`config.mk`:
```
export PLATFORM = sky130hd
export DESIGN_NAME = sw_debounce_flat
export DESIGN_NICKNAME = d
export VERILOG_FILES = /design/src/rtl/sw_debounce_if.sv /design/src/rtl/sw_debounce.sv /design/src/flat_wrapper.sv
export SDC_FILE = /design/constraint.sdc
export NUM_CORES = 1
export LEC_CHECK = 0
export BUFFER_PORTS_ARGS = -buffer_cell sky130_fd_sc_hd__buf_2
export CAP_MARGIN = 25
export CORE_MARGIN = 2
export CORE_UTILIZATION = 30
export DETAILED_ROUTE_END_ITERATION = 12
export PLACE_DENSITY = 0.49
export SKIP_LAST_GASP = 1
export SLEW_MARGIN = 20
export SYNTH_ARGS = -nofsm -noshare
export SYNTH_HDL_FRONTEND = slang
export SYNTH_SLANG_ARGS = --single-unit
```
`constraint.sdc`:
```
create_clock -name clk -period 5.3 [get_ports clk]
set_input_delay 0.53 -clock clk [delete_from_list [all_inputs] [get_ports clk]]
set_output_delay 0.53 -clock clk [all_outputs]
set_load 0.005 [all_outputs]
```
`src/rtl/sw_debounce_if.sv`:
```
// Switch-conditioning bundle: raw pins in; clean level, edge pulses and zero flag out.
// Latency: none. The interface is wiring only.
// Backpressure: none. Every signal is a level or a single-cycle pulse.
interface sw_debounce_if #(
    parameter int WIDTH = 4
);
    logic [WIDTH-1:0] sw_raw;
    logic [WIDTH-1:0] sw_clean;
    logic [WIDTH-1:0] sw_rise;
    logic [WIDTH-1:0] sw_fall;
    logic             sw_changed;
    logic             sw_zero;

    modport master (
        output sw_raw,
        input  sw_clean, sw_rise, sw_fall, sw_changed, sw_zero
    );

    modport slave (
        input  sw_raw,
        output sw_clean, sw_rise, sw_fall, sw_changed, sw_zero
    );
endinterface

```
`src/rtl/sw_debounce.sv`:
```
// Switch debouncer: synchronizes each bit, then requires DEBOUNCE_CYCLES stable cycles per bit.
// Latency: 2+DEBOUNCE_CYCLES cycles, or 3+DEBOUNCE_CYCLES when SW_DEBOUNCE_SYNC3_EN is defined.
// Backpressure: none. Pulses are single-cycle and are never held.
module sw_debounce #(
    parameter int WIDTH           = 4,
    parameter int DEBOUNCE_CYCLES = 1_000_000
) (
    input  logic            clk,
    input  logic            rst_n,
    sw_debounce_if.slave    sw_if
);
    localparam int CNT_W = $clog2(DEBOUNCE_CYCLES + 1);
`ifdef SW_DEBOUNCE_SYNC3_EN
    localparam int SYNC_N = 3;
`else
    localparam int SYNC_N = 2;
`endif
    localparam logic [CNT_W-1:0] CNT_LAST = CNT_W'(DEBOUNCE_CYCLES - 1);

    logic [SYNC_N-1:0][WIDTH-1:0] sync_q, sync_d;
    logic [WIDTH-1:0][CNT_W-1:0]  cnt_q, cnt_d;
    logic [WIDTH-1:0]             clean_q, clean_d;
    logic [WIDTH-1:0]             rise_q, rise_d;
    logic [WIDTH-1:0]             fall_q, fall_d;
    logic                         changed_q, changed_d;
    logic [WIDTH-1:0]             sync_last;

    assign sync_last = sync_q[SYNC_N-1];

    always_comb begin
        sync_d    = sync_q;
        sync_d[0] = sw_if.sw_raw;
        for (int k = 1; k < SYNC_N; k++) begin
            sync_d[k] = sync_q[k-1];
        end
    end

    // Any cycle where the synchronized input agrees with the clean level restarts the count.
    always_comb begin
        cnt_d   = cnt_q;
        clean_d = clean_q;
        for (int i = 0; i < WIDTH; i++) begin
            if (sync_last[i] == clean_q[i]) begin
                cnt_d[i] = '0;
            end else if (cnt_q[i] == CNT_LAST) begin
                clean_d[i] = sync_last[i];
                cnt_d[i]   = '0;
            end else begin
                cnt_d[i] = cnt_q[i] + CNT_W'(1);
            end
        end
    end

    always_comb begin
        rise_d    = clean_d & ~clean_q;
        fall_d    = ~clean_d & clean_q;
        changed_d = |(rise_d | fall_d);
    end

    always_ff @(posedge clk or negedge rst_n) begin
        if (!rst_n) begin
            sync_q    <= '0;
            cnt_q     <= '0;
            clean_q   <= '0;
            rise_q    <= '0;
            fall_q    <= '0;
            changed_q <= 1'b0;
        end else begin
            sync_q    <= sync_d;
            cnt_q     <= cnt_d;
            clean_q   <= clean_d;
            rise_q    <= rise_d;
            fall_q    <= fall_d;
            changed_q <= changed_d;
        end
    end

    assign sw_if.sw_clean   = clean_q;
    assign sw_if.sw_rise    = rise_q;
    assign sw_if.sw_fall    = fall_q;
    assign sw_if.sw_changed = changed_q;
    assign sw_if.sw_zero    = ~|clean_q;
endmodule
```
`src/flat_wrapper.sv`:
```
// flat-port wrapper written by rule: the top's interface ports become plain ports
module sw_debounce_flat 
#(
    parameter int WIDTH           = 4,
    parameter int DEBOUNCE_CYCLES = 1_000_000
)
  (clk, rst_n, sw_if_sw_raw, sw_if_sw_clean, sw_if_sw_rise, sw_if_sw_fall, sw_if_sw_changed, sw_if_sw_zero);
  sw_debounce_if #(.WIDTH(WIDTH)) sw_if_i ();
  input  logic clk;
  input  logic rst_n;
  input wire logic [$bits(sw_if_i.sw_raw)-1:0] sw_if_sw_raw;
  output wire logic [$bits(sw_if_i.sw_clean)-1:0] sw_if_sw_clean;
  output wire logic [$bits(sw_if_i.sw_rise)-1:0] sw_if_sw_rise;
  output wire logic [$bits(sw_if_i.sw_fall)-1:0] sw_if_sw_fall;
  output wire logic [$bits(sw_if_i.sw_changed)-1:0] sw_if_sw_changed;
  output wire logic [$bits(sw_if_i.sw_zero)-1:0] sw_if_sw_zero;
  assign sw_if_i.sw_raw = sw_if_sw_raw;
  assign sw_if_sw_clean = sw_if_i.sw_clean;
  assign sw_if_sw_rise = sw_if_i.sw_rise;
  assign sw_if_sw_fall = sw_if_i.sw_fall;
  assign sw_if_sw_changed = sw_if_i.sw_changed;
  assign sw_if_sw_zero = sw_if_i.sw_zero;
  sw_debounce #(.WIDTH(WIDTH), .DEBOUNCE_CYCLES(DEBOUNCE_CYCLES)) u_core (.clk(clk), .rst_n(rst_n), .sw_if(sw_if_i));
endmodule
```
# Word level (Yosys, flattened, before mapping)
# Index checks and enable logic that the tools add are counted.
dict set report op_classes {
  add_sub_neg 4
  bitwise 5
  muxes 16
  reduce_logical 3
  eq_ne 8
}
# operator n
set ops {}
lappend ops {{$mux W20} 8}
lappend ops {{$add A20 B1 Y20 const B} 4}
lappend ops {{$eq A20 B20 Y1 const B} 4}
lappend ops {{$and A4 B4 Y4} 2}
lappend ops {{$mux W1} 8}
lappend ops {{$not A4 Y4} 2}
lappend ops {{$reduce_or A4 Y1} 2}
lappend ops {{$eq A1 B1 Y1} 4}
lappend ops {{$or A4 B4 Y4} 1}
lappend ops {{$logic_not A1 Y1} 1}
dict set report word_totals {
  ff_bits 101
  elab_cells 46
  in_bits 6
}

# Longest topological paths before layout
# Gate-level depths: netlist (run 1).
dict set report logic_depth {
  word_depth 7
  ltp_mapped 7
  ltp_nobuf 7
}

# Worst setup path after synthesis (run 1)
# Ideal clock, no wire load.
dict set report synth_path {
  kind {flip-flop to flip-flop}
  startpoint {reg u_core.cnt_q[60] (netlist bit)}
  endpoint {reg u_core.changed_q, in the netlist u_core.sw_if.sw_changed}
  slack_ns 3.231
  synth_period_minus_slack_ns 2.069
  stages_incl_launch_ff 8
  arrival_ns 1.940
  path_cell_list {dfrtp_1 > ha_1 > and3_1 > nand3_1 > nor3_1 > mux2_2 > ha_1 > nand4_1}
}
dict set report synth_between {
  elab_chain_len 7
  elab_cells_between_ends 8
  cone_classes {eq/ne (1); mux (2); bitwise (4); reduce/logical (1)}
}
# item line
set synth_lines {}
lappend synth_lines {{start, declared} sw_debounce.sv:21} ;# logic [WIDTH-1:0][CNT_W-1:0] cnt_q, cnt_d;
lappend synth_lines {{start signal, assigned} sw_debounce.sv:70} ;# cnt_q <= cnt_d;
lappend synth_lines {{$eq A20 B20 Y1 *} sw_debounce.sv:45} ;# end else if (cnt_q[i] == CNT_LAST) begin
lappend synth_lines {{$mux W1 *} sw_debounce.sv:45}
lappend synth_lines {{$mux W1 *} sw_debounce.sv:43} ;# if (sync_last[i] == clean_q[i]) begin
lappend synth_lines {{net u_core.clean_d[3]} sw_debounce.sv:22} ;# logic [WIDTH-1:0] clean_q, clean_d;
lappend synth_lines {{$not A4 Y4} sw_debounce.sv:56} ;# fall_d = ~clean_d & clean_q;
lappend synth_lines {{$and A4 B4 Y4} sw_debounce.sv:56}
lappend synth_lines {{$or A4 B4 Y4 *} sw_debounce.sv:57} ;# changed_d = |(rise_d | fall_d);
lappend synth_lines {{$reduce_or A4 Y1 *} sw_debounce.sv:57}
lappend synth_lines {{net u_core.changed_d} sw_debounce.sv:25} ;# logic changed_q, changed_d;
lappend synth_lines {{end signal, assigned} sw_debounce.sv:74} ;# changed_q <= changed_d;
lappend synth_lines {{end, declared} sw_debounce.sv:25}
# Mark *: on every way through the listed nets, which the timed path passes. The rest lies on a longest branch.

# Worst setup path in the final report (run 1)
# Same ends and word-level chain as after synthesis.

==> flow_summary.ini, run 1 <==
[global_route]
grt_pass1_vias = 3406
grt-ovfl-total = 0
grt_max_degree = 63
grt_pass1_wl_um = 16600
grt_use_total_pct = 12.5
antenna_found_initial = 0

[pwr]
leakage_nw = 2.20
seq_power_share_pct = 53.2
powerDensity_nw_per_um2 = 273
clock_power_share_pct = 43.9
power_frac_comb_pct = 3.0
power_switching_w = 0.000330
power.internal_w = 0.00116
peakVddDrop_mv = 0.154
power_switching_share_pct = 22.2

[critical_path]
worstPathArrival_ns = 2.54
crit_end = u_core.sw_if.sw_changed
timing.rr.start = u_core.cnt_q[60]
cp_max_fo = 5
cp-start-kind = flop
worstPathRequired_ns = 5.53
path_class = reg -> reg
r2r-end = u_core.sw_if.sw_changed
r2r_slack_ns = 2.99
r2r_cells = 7
cp-end-kind = flop
crit_start = u_core.cnt_q[60]

[sta]
fmax_mhz = 433
finalSetupTns_ns = 0
maxSlewHeadroom_pct = 46.8
post-route-min-period_ns = 2.31
worst_pin_slew_ns = 0.799
finalClockSkew_ns = 0.00627
period_share_pct = 43.6
hold_viol = 0
setup_viol = 0
slew_viol_final = 0
hold_ws_ns = 0.146
rsz0062_at_grt = false

[die]
io_pins = 20
die_w_um = 130
die_area_sq_um = 17000
core_sq_um = 15700
initial_utilization_pct = 30.5
dieHeight_um = 130
num_rows = 46

[clock_tree]
cts.clk_slew.worst_paths_ns = 0.07
cts.path.max_buffers = 2
cts_tree = yes
htreeDepth = 3
cts_resized = 0
cts_made_buffers = 9
postCtsHoldBufs = 0
cts-root-buf = clkbuf_16
post_cts_buffers = 0
worstSkewPairLatency_ns = 0.35
cts.sinks = 101

[route]
wirelength_um = 9590
drc = 0
vias = 3349
vias_per_cell = 4.70
dr.pass1.iters = 4
detail-route-antenna-nets = 0
drt_iter0_drc = 194
avgRoutedWirePerCell_um = 13.4

[place]
place_area_sq_um = 5160
gp_congestion = 0.788
dp_hpwl_um = 6520
port-buffer-count = 19

[synthesis]
avgSynthCellArea_sq_um = 10.2
synth-seq-cells = 101
synth-main-ff-cell = dfrtp_1
synth_cell_type_count = 31
syn_inst = 467
syn_area_sq_um = 4790
yosysWarnings = 0
ys_seq_area_share_pct = 52.8
synth_nets = 485
synth_edf_count = 0
async_flop_share_pct = 100

[finish]
design_area_sq_um = 5460
layout_commonest_cell = dfrtp_1
mostFrequentLayoutCells = dfrtp_1, nor2_1, xnor2_1, nand3_1
final_nets = 510
diodes = 0
area_growth_pct = 14.0
drive_gt1_share_pct = 10.5

[outcome]
outcome = finished clean

[job]
drv_cap = 0

[worst_hold_path]
holdCritPathClass = in -> async
## power by group through the flow
stage | Clock, W | Combinational (W) | Sequential (W)
after CTS | 0.000680 | 0.0000470 | 0.000791
after global routing | 0.000711 | 0.0000527 | 0.000793
after global placement | 0 | 0.0000464 | 0.000805
final | 0.000653 | 0.0000445 | 0.000792
after floorplan | 0 | 0.0000215 | 0.000804
after detailed placement | 0 | 0.0000468 | 0.000807
## synthesized netlist by cell type (all sizes together) (3+ instances only)
master | number | area [sq um]
dfrtp | 101 | 2530
nor2 | 74 | 278
xnor2 | 39 | 342
nand3 | 32 | 160
nand2 | 21 | 78.8
xor2 | 21 | 184
nor4 | 20 | 125
inv | 19 | 71.3
nand4 | 19 | 146
nor3 | 17 | 85.1
a21oi | 16 | 80.1
ha | 12 | 150
o21ai | 11 | 55.1
and3 | 9 | 56.3
nand4b | 8 | 70.1
clkbuf | 7 | 26.3
o31ai | 6 | 50.1
or3 | 6 | 37.5
or4 | 6 | 48.8
mux2i | 5 | 50.1
and4 | 4 | 35.0
mux2 | 4 | 45.0
nor4b | 4 | 35.0
buf | 3 | 17.5
## layer usage
metal | GRT usage (%) | up-vias | wire (um)
li1 | - | 1691 | -
met1 | 16.1 | 1610 | 4600
met2 | 19.8 | 36 | 4480
met3 | 4.43 | 12 | 359
met4 | 4.11 | 0 | 154
met5 | 0 | - | 0
## critical path, stage by stage (launching register included)
cell	delay (ns)
dfrtp_1	0.41
ha_1	0.22
and3_1	0.20
nand3_1	0.15
nor3_1	0.47
mux2_2	0.41
ha_1	0.28
nand4_1	0.06
## flip-flops by register name (all words and copies together), names as in the netlist
register and cells:
u_core.cnt_q 80, u_core.sw_if.sw_clean 4, u_core.sw_if.sw_fall 4, u_core.sw_if.sw_rise 4, u_core.sync_d 4, u_core.sync_last 4
u_core.sw_if.sw_changed 1
## logic make-up (layout without fill, tap and decap cells)
kind of cell,Yosys count,after routing,synth area share [%]
and+or+nand+nor,222,222,24.6
DFF,101,101,52.8
xor gates and xnor gates,60,60,11.0
AOI/OAI and AO/OA,34,34,4.05
buffers and inverters,29,59,2.41
adders and majority gates,12,12,3.14
muxes,9,9,1.99
## how the worst min path moves through the flow
stage                     startpoint                  end  slack, ns  cells past startpoint
CTS                            rst_n     u_core.cnt_q[37]       0.16                      1
global placement    u_core.sync_d[7]  u_core.sync_last[3]       0.34                      0
detailed placement  u_core.sync_d[7]  u_core.sync_last[3]       0.33                      0
finish                         rst_n     u_core.cnt_q[37]       0.15                      1
floorplan                      rst_n      u_core.cnt_q[0]       0.23                      0
global route                   rst_n     u_core.cnt_q[37]       0.19                      1
## stage by stage
step | util (%) | total power [W] | worst slack (ns) | instances
after floorplan | - | 0.000825 | 3.23 | 467
after global placement | 32.9 | 0.000852 | 3.07 | 697
after detailed placement | 32.9 | 0.000853 | 3.02 | 697
after CTS | 34.7 | 0.00152 | 2.98 | 713
after global routing | 34.7 | 0.00156 | 2.80 | 713
final | 34.7 | 0.00149 | 2.99 | 713
## cell type report
type                    count  area [sq um]
clock inverters             6          63.8
inverters                  19          71.3
well taps                 216           270
fillers                  1602         10300
multi-input cells         337          2160
clock buffers              10           229
flip-flops and latches    101          2530
repair buffers             24           135
No activity file was read; power rests on OpenSTA's default activity.
==> run 2, diff against run 1 <==
PLACE_DENSITY = 0.5   (was 0.49)
clock period = 1.9 ns   (was 5.3 ns; I/O delays follow)
==> run 2 against run 1 <==
Against the previous run:
- the run now ends with setup timing left
- sequential cell count did not move
- sequential share of layout area fell by 6.3 points
- design area rose by 16%
- global-route usage rose by 1.2 points
- critical path type unchanged
- count of clock-buffer cells in the layout fell by 1
==> flow_summary.ini, run 2 (synthesis results as in run 1) <==
[outcome]
outcome = finished, violations left
violations = setup timing

[critical_path]
cp-end-kind = flop
cp_slowest_cell = dfrtp_1
crit_chain = nor4_2 > nand2_1 > nor3_4 > mux2_2 > ha_1 > nand4_1
worstPathRequired_ns = 2.12
worstPathArrival_ns = 2.17
cp_max_fo = 2
cp-start-kind = flop
max_stage_delay_ns = 0.40
r2r_slack_ns = -0.04
path_class = reg -> reg

[route]
vias_per_cell = 4.66
drc = 0
dr.pass1.iters = 4
avgRoutedWirePerCell_um = 12.9
drt_iter0_drc = 171
vias = 3750
detail-route-antenna-nets = 0
wirelength_um = 10400

[clock_tree]
cts.clk_slew.worst_paths_ns = 0.07
worstSkewPairLatency_ns = 0.35
cts.path.max_buffers = 2
htreeDepth = 3
cts_made_buffers = 9
cts-root-buf = clkbuf_16
cts_tree = yes
cts.sinks = 101

[finish]
stdcell_count = 805
largest_register_ffs = 80
fillers = 1553
area_growth_pct = 31.9
mostFrequentLayoutCells = dfrtp_1, buf_4, nor2_1, xnor2_1, nand3_1
drive_gt1_share_pct = 27.3
final_util_pct = 40.2
diodes = 0
layout_commonest_cell = dfrtp_1
top_register = u_core.cnt_q
final_nets = 602

[place]
gp_congestion = 0.796
port-buffer-count = 19
dp_cells = 783
post-place-ws_ns = -0.0708
dp_hpwl_um = 7520

[sta]
setup_viol = 1
finalClockSkew_ns = 0.00783
worst_pin_slew_ns = 0.529
maxSlewHeadroom_pct = 64.7
slew_viol_final = 0
post-route-min-period_ns = 1.94
period_share_pct = 102
rsz0062_at_grt = true
fmax_mhz = 515
hold_ws_ns = 0.354
hold_viol = 0
setup_slack_ns = -0.0430

[global_route]
grt_pass1_vias = 3874
antenna_found_initial = 0
grt-ovfl-total = 0
grt_pass1_wl_um = 18200
grt_use_total_pct = 13.7
grt_max_degree = 38

[die]
initial_utilization_pct = 30.5
die_area_sq_um = 17000
die_w_um = 130
io_pins = 20
dieHeight_um = 130
core_sq_um = 15700
num_rows = 46

[pwr]
powerDensity_nw_per_um2 = 674
peakVddDrop_mv = 0.514
leakage_nw = 2.72

[job]
drv_cap = 0

[worst_hold_path]
holdCritPathClass = reg -> reg
## run 2: changes by cell type in the layout (fill, tap and decap cells not counted), sizes merged
| cell | delta |
|---|---|
| buf | +87 |
| clkbuf | -1 |
| clkinvlp | -1 |
| dlygate4sd3 | +5 |
| inv | +2 |
## run 2: path summary, 6_finish.rpt
path | endpoint | start | depth (start not counted)
setup / recovery | u_core.sw_if.sw_changed | u_core.cnt_q[72] | 6
hold / removal | u_core.sync_last[2] | u_core.sync_d[6] | 0
setup reg to reg | u_core.sw_if.sw_changed | u_core.cnt_q[72] | 6
hold reg to reg | u_core.sync_last[2] | u_core.sync_d[6] | 0
max in group asynchronous | u_core.sw_if.sw_clean[0] | rst_n | 3
min in group asynchronous | u_core.cnt_q[20] | rst_n | 2
## run 2: per-layer routing
layer / global-route usage (%) / up-vias / share of wire, %
met4: 5.63 / 0 / 2.1
met3: 3.61 / 15 / 3.1
met5: 0 / - / 0
met2: 22.4 / 38 / 47
li1: - / 1878 / -
met1: 17.3 / 1819 / 48
## run 2: what timing repair did
| item | in CTS | in global routing |
|---|---|---|
| cloned | 0 | 0 |
| setup endpoints to repair | 1 | 6 |
| gates resized for setup | 2 | 5 |
| pin swaps | 1 | 1 |
| endpoints found under the hold margin | 37 | 0 |
| buffers inserted | 0 | 1 |
| hold buffers | 5 | 0 |
## run 2: report_power, final
| group | internal (W) | leakage [nW] | total, W | switching [W] |
|---|---|---|---|---|
| clock | 0.00103 | 0.146 | 0.00186 | 0.000833 |
| sequential | 0.00218 | 1.38 | 0.00220 | 0.0000186 |
| combinational | 0.0000820 | 1.19 | 0.000196 | 0.000114 |
| total | 0.00329 | 2.72 | 0.00425 | 0.000965 |
## run 2: through the flow
step	total power (W)	setup TNS, ns	cell area (sq um)
floorplan	0.00230	0	4860
global placement	0.00243	-0.0427	5910
detailed placement	0.00243	-0.0708	5910
CTS	0.00433	-0.0526	6270
global route	0.00442	-0.206	6310
finish	0.00425	-0.0430	6310
## run 2: worst max-delay path: cells and delay by family, from the launching register on
kind,cells,cell delay (ns)
fa+ha+maj,1,0.28
simple gates,4,0.79
mux,1,0.37
flops,1,0.40
## run 2: final cells by class
| cell class | instances | area (sq um) | share of cell area, % |
|---|---|---|---|
| clock inverter | 7 | 73.8 | 1.17 |
| clock buffer | 9 | 225 | 3.57 |
| multi-input combinational | 337 | 2280 | 36.1 |
| tap | 216 | 270 | 4.28 |
| timing repair buffer | 116 | 863 | 13.7 |
| inverter | 19 | 71.3 | 1.13 |
| sequential | 101 | 2530 | 40.0 |
